<file path="src/rtl/emgcy_preempt_arbiter.sv">
// Round-robin emergency preemption arbiter: one grant at a time with min/max hold,
// lockout of requesters that time out, and an all-red clearance between grants.
module emgcy_preempt_arbiter #(
  parameter int N_REQ        = 4,
  parameter int MIN_HOLD     = 4,
  parameter int MAX_HOLD     = 32,
  parameter int CLEAR_CYCLES = 3
) (
  input  logic                     clk,
  input  logic                     reset_n,
  input  logic [N_REQ-1:0]         req,
  output logic [N_REQ-1:0]         grant,
  output logic [$clog2(N_REQ)-1:0] active_id,
  output logic                     emgcy_out,
  output logic                     timeout
);

  localparam int IDW = $clog2(N_REQ);
  localparam int HW  = $clog2(MAX_HOLD + 1);
  localparam int CW  = $clog2(CLEAR_CYCLES + 1);

  localparam logic [HW-1:0]  HOLD_MIN_LAST = HW'(MIN_HOLD - 1);
  localparam logic [HW-1:0]  HOLD_MAX_LAST = HW'(MAX_HOLD - 1);
  localparam logic [CW-1:0]  CLEAR_LAST    = CW'(CLEAR_CYCLES - 1);
  localparam logic [IDW-1:0] PTR_RESET     = IDW'(N_REQ - 1);

  typedef enum logic [1:0] {
    S_IDLE,
    S_HOLD,
    S_CLEAR
  } state_t;

  state_t           r_state;
  logic [N_REQ-1:0] r_grant;
  logic [IDW-1:0]   r_activeId;
  logic             r_emgcyOut;
  logic             r_timeout;
  logic [HW-1:0]    r_holdCnt;
  logic [CW-1:0]    r_clearCnt;
  logic [N_REQ-1:0] r_lockout;
  logic [IDW-1:0]   r_ptr;

  state_t           w_nextState;
  logic [N_REQ-1:0] w_nextGrant;
  logic [IDW-1:0]   w_nextActiveId;
  logic             w_nextEmgcyOut;
  logic             w_nextTimeout;
  logic [HW-1:0]    w_nextHoldCnt;
  logic [CW-1:0]    w_nextClearCnt;
  logic [N_REQ-1:0] w_nextLockout;
  logic [N_REQ-1:0] w_lockSet;
  logic [IDW-1:0]   w_nextPtr;

  logic [N_REQ-1:0] w_elig;
  logic             w_found;
  logic [IDW-1:0]   w_winner;
  logic [N_REQ-1:0] w_winnerOh;
  logic             w_activeReq;

  assign w_elig      = req & ~r_lockout;
  assign w_activeReq = req[r_activeId];

  // Search starts one past the last winner, so the most recent grantee has lowest priority.
  always_comb begin : pick
    logic [IDW-1:0] idx;
    w_found  = 1'b0;
    w_winner = '0;
    idx      = '0;
    for (int k = 1; k <= N_REQ; k++) begin
      idx = IDW'((int'(r_ptr) + k) % N_REQ);
      if (!w_found && w_elig[idx]) begin
        w_found  = 1'b1;
        w_winner = idx;
      end
    end
  end

  always_comb begin
    w_winnerOh           = '0;
    w_winnerOh[w_winner] = 1'b1;
  end

  always_comb begin
    w_nextState    = r_state;
    w_nextGrant    = r_grant;
    w_nextActiveId = r_activeId;
    w_nextEmgcyOut = r_emgcyOut;
    w_nextTimeout  = 1'b0;
    w_nextHoldCnt  = r_holdCnt;
    w_nextClearCnt = r_clearCnt;
    w_nextPtr      = r_ptr;
    w_lockSet      = '0;

    unique case (r_state)
      S_IDLE: begin
        w_nextEmgcyOut = 1'b0;
        w_nextGrant    = '0;
        if (w_found) begin
          w_nextState    = S_HOLD;
          w_nextGrant    = w_winnerOh;
          w_nextActiveId = w_winner;
          w_nextPtr      = w_winner;
          w_nextHoldCnt  = '0;
          w_nextEmgcyOut = 1'b1;
        end
      end

      S_HOLD: begin
        w_nextEmgcyOut = 1'b1;
        if ((r_holdCnt >= HOLD_MIN_LAST) && !w_activeReq) begin
          w_nextState    = S_CLEAR;
          w_nextGrant    = '0;
          w_nextClearCnt = '0;
        end else if (r_holdCnt == HOLD_MAX_LAST) begin
          w_nextState           = S_CLEAR;
          w_nextGrant           = '0;
          w_nextClearCnt        = '0;
          w_nextTimeout         = 1'b1;
          w_lockSet[r_activeId] = 1'b1;
        end else begin
          w_nextHoldCnt = r_holdCnt + 1'b1;
        end
      end

      S_CLEAR: begin
        w_nextEmgcyOut = 1'b1;
        w_nextGrant    = '0;
        if (r_clearCnt == CLEAR_LAST) begin
          // Chaining straight into the next grant keeps emgcy_out high with no gap.
          if (w_found) begin
            w_nextState    = S_HOLD;
            w_nextGrant    = w_winnerOh;
            w_nextActiveId = w_winner;
            w_nextPtr      = w_winner;
            w_nextHoldCnt  = '0;
          end else begin
            w_nextState    = S_IDLE;
            w_nextEmgcyOut = 1'b0;
          end
        end else begin
          w_nextClearCnt = r_clearCnt + 1'b1;
        end
      end

      default: begin
        w_nextState    = S_IDLE;
        w_nextGrant    = '0;
        w_nextEmgcyOut = 1'b0;
      end
    endcase
  end

  // A locked requester is released only by dropping its request.
  assign w_nextLockout = (r_lockout & req) | w_lockSet;

  always_ff @(posedge clk or negedge reset_n) begin
    if (!reset_n) begin
      r_state    <= S_IDLE;
      r_grant    <= '0;
      r_activeId <= '0;
      r_emgcyOut <= 1'b0;
      r_timeout  <= 1'b0;
      r_holdCnt  <= '0;
      r_clearCnt <= '0;
      r_lockout  <= '0;
      r_ptr      <= PTR_RESET;
    end else begin
      r_state    <= w_nextState;
      r_grant    <= w_nextGrant;
      r_activeId <= w_nextActiveId;
      r_emgcyOut <= w_nextEmgcyOut;
      r_timeout  <= w_nextTimeout;
      r_holdCnt  <= w_nextHoldCnt;
      r_clearCnt <= w_nextClearCnt;
      r_lockout  <= w_nextLockout;
      r_ptr      <= w_nextPtr;
    end
  end

  assign grant     = r_grant;
  assign active_id = r_activeId;
  assign emgcy_out = r_emgcyOut;
  assign timeout   = r_timeout;

endmodule

</file>
<file path="config.mk">
export PLATFORM = sky130hd
export DESIGN_NAME = emgcy_preempt_arbiter
export DESIGN_NICKNAME = d
export VERILOG_FILES = /design/src/rtl/emgcy_preempt_arbiter.sv
export SDC_FILE = /design/constraint.sdc
export NUM_CORES = 1
export LEC_CHECK = 0
export ABC_AREA = 0
export CORE_MARGIN = 3
export CORE_UTILIZATION = 54
export CTS_CLUSTER_SIZE = 14
export DETAILED_ROUTE_END_ITERATION = 6
export MAX_ROUTING_LAYER = met4
export PLACE_DENSITY = 0.84
export SYNTH_ARGS = -nofsm -noshare
export SYNTH_HDL_FRONTEND = slang
export SYNTH_SLANG_ARGS = --single-unit
</file>
<file path="constraint.sdc">
create_clock -name clk -period 2.5 [get_ports clk]
set_input_delay 0.75 -clock clk [delete_from_list [all_inputs] [get_ports clk]]
set_output_delay 0.75 -clock clk [all_outputs]
set_load 0.01 [all_outputs]
</file>
### After elaboration in Yosys (flattened, before gate mapping)

Cells that the tools add are included.

| cells by class | value |
|---|---|
| add/sub/neg operators | 6 |
| magnitude comparators | 9 |
| equal/unequal tests | 10 |
| multiplexer cells | 57 |
| bitwise operators | 4 |
| reductions and logical operators | 18 |

Operators by type and width:

| operator | number |
|---|---|
| $mux 2 | 15 |
| $mux 4 | 7 |
| $mux 6 | 4 |
| $lt 2x3->1 const B | 6 |
| $pmux 6 s3 | 1 |
| $mux 1 | 17 |
| $pmux 2 s2 | 3 |
| $pmux 4 s3 | 1 |
| $bmux 1 s2 | 5 |
| $ne 2x2->1 const B | 5 |
| $and 4x4->4 | 2 |
| $add 2x1->2 const B | 3 |
| $add 6x1->6 const B | 1 |
| $eq 6x5->1 const B | 1 |
| $ge 6x2->1 const B | 1 |
| $logic_and 1x1->1 | 6 |
| $pmux 2 s3 | 1 |
| $reduce_and 3->1 | 2 |
| $add 2x2->2 const B | 2 |
| $demux 1 s2 | 2 |
| $eq 2x2->1 const B | 2 |
| $ge 2x1->1 const B | 2 |
| $logic_not 1->1 | 4 |
| $not 4->4 | 1 |
| other kinds (9) | 10 |

| word-level totals | value |
|---|---|
| bits in registers | 24 |
| input port bits | 6 |
| output and inout bits | 8 |
| word-level logic and storage cells | 113 |

### Depth between registers and ports, before layout

| logic depth | value |
|---|---|
| depth after elaboration | 21 |
| depth in mapped cells | 8 |
| mapped depth without buffers | 7 |

### Worst setup path before layout

Ideal clock, no wire load.

| timing path | value |
|---|---|
| kind | register to register |
| start point | register r_holdCnt[0] |
| end point | register r_holdCnt[2] |
| library setup time | 120 ps |
| arrival time | 1861 ps |
| data required time | 2380 ps |
| setup slack | 518 ps |
| stages on the path, launching flop included | 8 |
| path buffers | 1 |
| clock period less this slack | 1982 ps |
| cells stage by stage | dfrtp_1 ha_1 or4_4 nor3_4 o31a_1 buf_4 nand2_1 a31o_2 |

| between the ends | value |
|---|---|
| cells in the longest elaborated chain, start to end | 4 |
| elaborated cells on any way between the ends | 10 |
| classes of those cells | add/sub: 1; order compare: 1; eq/ne: 3; mux: 3; reduce/logical: 2 |

Ends and longest elaborated chain:

| element | RTL line | RTL |
|---|---|---|
| start, declared | 38 | `logic [HW-1:0] r_holdCnt;` |
| start signal, assigned | 173 | `r_holdCnt <= w_nextHoldCnt;` |
| $add 6x1->6 / $ge 6x2->1 (equally long branches) | 121, 110 |  |
| $mux 6 / $logic_and 1x1->1 (equally long branches) | 114, 110 |  |
| $mux 6 / $ne 2x2->1 (equally long branches) | -- |  |
| $pmux 6 s3 / $reduce_and 4->1 (equally long branches) | -- |  |

Several ways; a longest one is shown, not always the timed one. The select of a mux whose other input is x is not followed.
A chain may end at the register's enable or synchronous reset.

### Final worst setup path

| timing path | value |
|---|---|
| start point | register r_activeId[1] (netlist: active_id[1]) |
| end point | output active_id[1] |

RTL lines:

| element | RTL line | RTL |
|---|---|---|
| start, declared | 35 | `logic [IDW-1:0] r_activeId;` |
| start signal, assigned | 170 | `r_activeId <= w_nextActiveId;` |
| end, declared | 13 | `output logic [$clog2(N_REQ)-1:0] active_id,` |

No word-level cell between the ends.

==> summary.md <==
The leakage power figure is 0.676 nW. The ratio of cells with drive above 1 in the final layout is 0.156, and the number of DRC violations after detailed-routing iteration 0 is 22. The run gives 0.167 as the clock share of power. Slowest cell on the critical path: sky130_fd_sc_hd__clkdlybuf4s50_1. The worst min-delay path category is flip-flop to flip-flop. The first TritonRoute pass finished after 6 iterations.

The analysis attributes to net switching a power of 652 µW. The kind of cell with the highest combined delay along the critical path is buffers and inverters. For the via count of the first global-routing pass, the log shows 1059. TritonCTS built the clock tree.

Clock tree synthesis found a total of 24 sinks. Derived from the worst setup path, the maximum achievable clock frequency is 0.453 GHz. The logs give 0.491 for the portion of the post-synthesis area used by sequential elements and 0 for the number of antenna diodes.

The average size of a mapped cell came out at 10.2 µm². Cell type with the highest aggregate area in the netlist: sky130_fd_sc_hd__dfrtp_1. The routed layout has 1021 vias.

Quantity of hold-fixing buffers added after cts: 0. For the initial antenna violation count, the log shows 0. The worst hold path depth is 2.

Across the run, the number of max-cap violations was 0. The area fraction of the dominant cell type after synthesis came out at 0.448. Setup repair after global routing left no endpoint under its margin. Setup violations remaining at the end of the flow were counted as 0. The async set-or-reset flop fraction in the synthesized netlist works out to 1.00.

The number of logic stages on the critical path including buffering works out to 1. The clock skew after layout was 0.00367 ns. The tools report the distinct cell type count of the synthesized netlist as 41.

The most common cell in the synthesized netlist is sky130_fd_sc_hd__dfrtp_1. Clock-pin slew was measured on the worst setup and hold paths at 0.13 ns. Entering global routing, the biggest net connects 25 pins.

The critical path is of the flip-flop to output port type. The count of H-tree levels built during CTS is 1, and the port buffer count is 13. The core region is 2060 µm². Once the clock tree was built, the setup fixing pass inserted 0 buffers. The most used flip-flop cell after synthesis is sky130_fd_sc_hd__dfrtp_1. The tools report the core utilization of the finished layout as 0.715. The area growth from synthesis to layout was 20.0%; the worst-case clock buffer depth was 2. In the final timing run, aggregate negative setup slack is 0 ns. The final critical-path required period came out at 2.21 ns.

The buffer cell driving the clock tree root is sky130_fd_sc_hd__clkbuf_4. The element type at the critical path start was a flip-flop. The die boundary height is 53.7 µm. The first global-routing pass estimated 4.71 mm of wire.

The post-cts sizing count came out at 0. The initial core utilization came out at 0.596. The relative contribution of combinational cells to total power was 0.456; the number of nets at the end of the flow was 150. At the pin with the least slew margin, the transition time is 0.413 ns.

The detail route stage leaves a number of antenna-violating nets equal to 0. For this block, the routed nets add up to 2.70 mm of wire. At the worst endpoint, the arrival time is 1.46 ns. Counting instances in the post-synthesis netlist gives the leading cell types as sky130_fd_sc_hd__dfrtp_1 (22), sky130_fd_sc_hd__nand2_1 (14), sky130_fd_sc_hd__o21ai_0 (9).

Number of pins exceeding their max-slew limit in the final report: 0. The die covers 2880 µm². The HPWL after detailed placement was 2.05 mm. The wire length per cell after detailed routing came out at 16.1 µm. The maximum fanout encountered on the critical timing path came out at 8. Worst stage delay on the critical path: 0.60 ns.

The worst-case IR drop observed on VDD is 0.817 mV. STA classifies the critical path endpoint as an output port. The internal power of the cells totals 1.04 mW.

The power per unit of standard cell area was 1150 nW/µm². Walking the worst path, the cells encountered are clkdlybuf4s50_1. After synthesis the netlist holds a flip-flop and latch count of 24. The number of hold violations in the final report was 0. The cell area after technology mapping is 1230 µm², and the net count of the mapped netlist is 129. STA puts the critical path data required time at 1.75 ns. In the routed layout, each cell is associated on average with a via count of 6.08. The post-route fraction of the period consumed by the critical path is 0.883.

The initialized floorplan defines 16 standard-cell rows. Yosys mapped a number of flops with a built-in enable equal to 0. The critical path buffer and inverter count is 1. The total clock buffers created by CTS was 3; the path depth of the worst reg2reg path was 6. The logs give 0.231 for the overall routing resource usage and 0.723 for the worst slew margin relative to its limit.

The run gives 121 as the synthesized instance count. For the worst setup slack for register-to-register paths, the log shows 0.31 ns. Summed over all layers, the global routing overflow is 0. Sorting the synthesized cells by area gives the leading types as sky130_fd_sc_hd__dfrtp_1 (45%), sky130_fd_sc_hd__dfstp_2 (4.3%), sky130_fd_sc_hd__nand2_1 (4.3%). The tools report the global placer's final weighted congestion as 0.833. During synthesis, Yosys emitted a total of 0 warnings.

The run finished with clean final reports. The die is 53.7 µm wide. For this design the top-level I/O count stands at 14. The clock reaches the later pin of the worst-skew pair after 0.32 ns. The part of the power in registers is 0.378, and the DRC violations left is 0. The switching power share of the total is 0.385.
[path summary, 6_finish.rpt]
| kind | endpoint | from |
|---|---|---|
| min in group asynchronous | timeout$_DFF_PN0_ | reset_n |
| max in group asynchronous | r_ptr[1]$_DFFE_PN1P_ | reset_n |
| setup / recovery | active_id[1] | active_id[1]$_DFFE_PN0P_ |
| hold reg to reg | grant[3]$_DFFE_PN0P_ | grant[3]$_DFFE_PN0P_ |
| setup reg to reg | r_holdCnt[2]$_DFFE_PN0P_ | r_holdCnt[0]$_DFFE_PN0P_ |
| hold / removal | grant[3]$_DFFE_PN0P_ | grant[3]$_DFFE_PN0P_ |
[power by group through the flow]
stage,logic [mW],registers (mW),clock network [mW]
floorplan,0.507,0.609,0
global placement,0.731,0.635,0
detailed placement,0.769,0.644,0
CTS,0.774,0.636,0.286
global route,0.852,0.658,0.299
finish,0.772,0.640,0.282
[cell type report]
| type | instances | area, µm² |
|---|---|---|
| inverters | 4 | 15.0 |
| flip-flops and latches | 24 | 603 |
| multi-input cells | 89 | 587 |
| repair buffers | 20 | 183 |
| clock buffers | 3 | 22.5 |
| fillers | 172 | 588 |
| clock inverters | 1 | 30.0 |
| well taps | 27 | 33.8 |
[metrics by stage]
step	area (µm²)	power [mW]	hold WS [ns]	setup slack (ns)	cells
4_1_cts	1470	1.70	0.513	0.288	168
6_report	1470	1.69	0.509	0.294	168
3_3_place_gp	1420	1.37	0.469	0.0386	164
5_1_grt	1470	1.81	0.537	0.126	168
3_5_place_dp	1420	1.41	0.477	-0.0425	164
2_1_floorplan	1230	1.12	0.454	0.518	121
[registers in the layout, indices dropped and copies added, names as in the netlist]
name and count:
active_id 2, r_holdCnt 6, timeout 1, r_clearCnt 2, grant 4, emgcy_out 1
r_ptr 2, r_state 2, r_lockout 4
[cell families after synthesis]
| group | Yosys count | synth area share |
|---|---|---|
| muxes | 4 | 0.0326 |
| adders and majority gates | 2 | 0.0204 |
| AOI/OAI and AO/OA | 34 | 0.194 |
| DFF | 24 | 0.491 |
| and+or+nand+nor | 49 | 0.230 |
| buffers and inverters | 8 | 0.0316 |
[metal layers]
layer | global-route usage | vias up | part of all wire
li1 | - | 482 | -
met1 | 0.279 | 517 | 0.46
met2 | 0.393 | 18 | 0.51
met3 | 0.0416 | 4 | 0.021
met4 | 0.0638 | 0 | 0.0093
met5 | - | - | 0
[layout by cell type (no fill, tap or decap), drive strengths merged, types with 5 or more instances in the layout]
cell / instances
a21oi: 5
buf: 7
clkdlybuf4s50: 13
dfrtp: 22
nand2: 14
nand2b: 5
nor2: 5
nor2b: 5
nor3: 5
o21ai: 10
No activity file was read; power rests on OpenSTA's default activity.
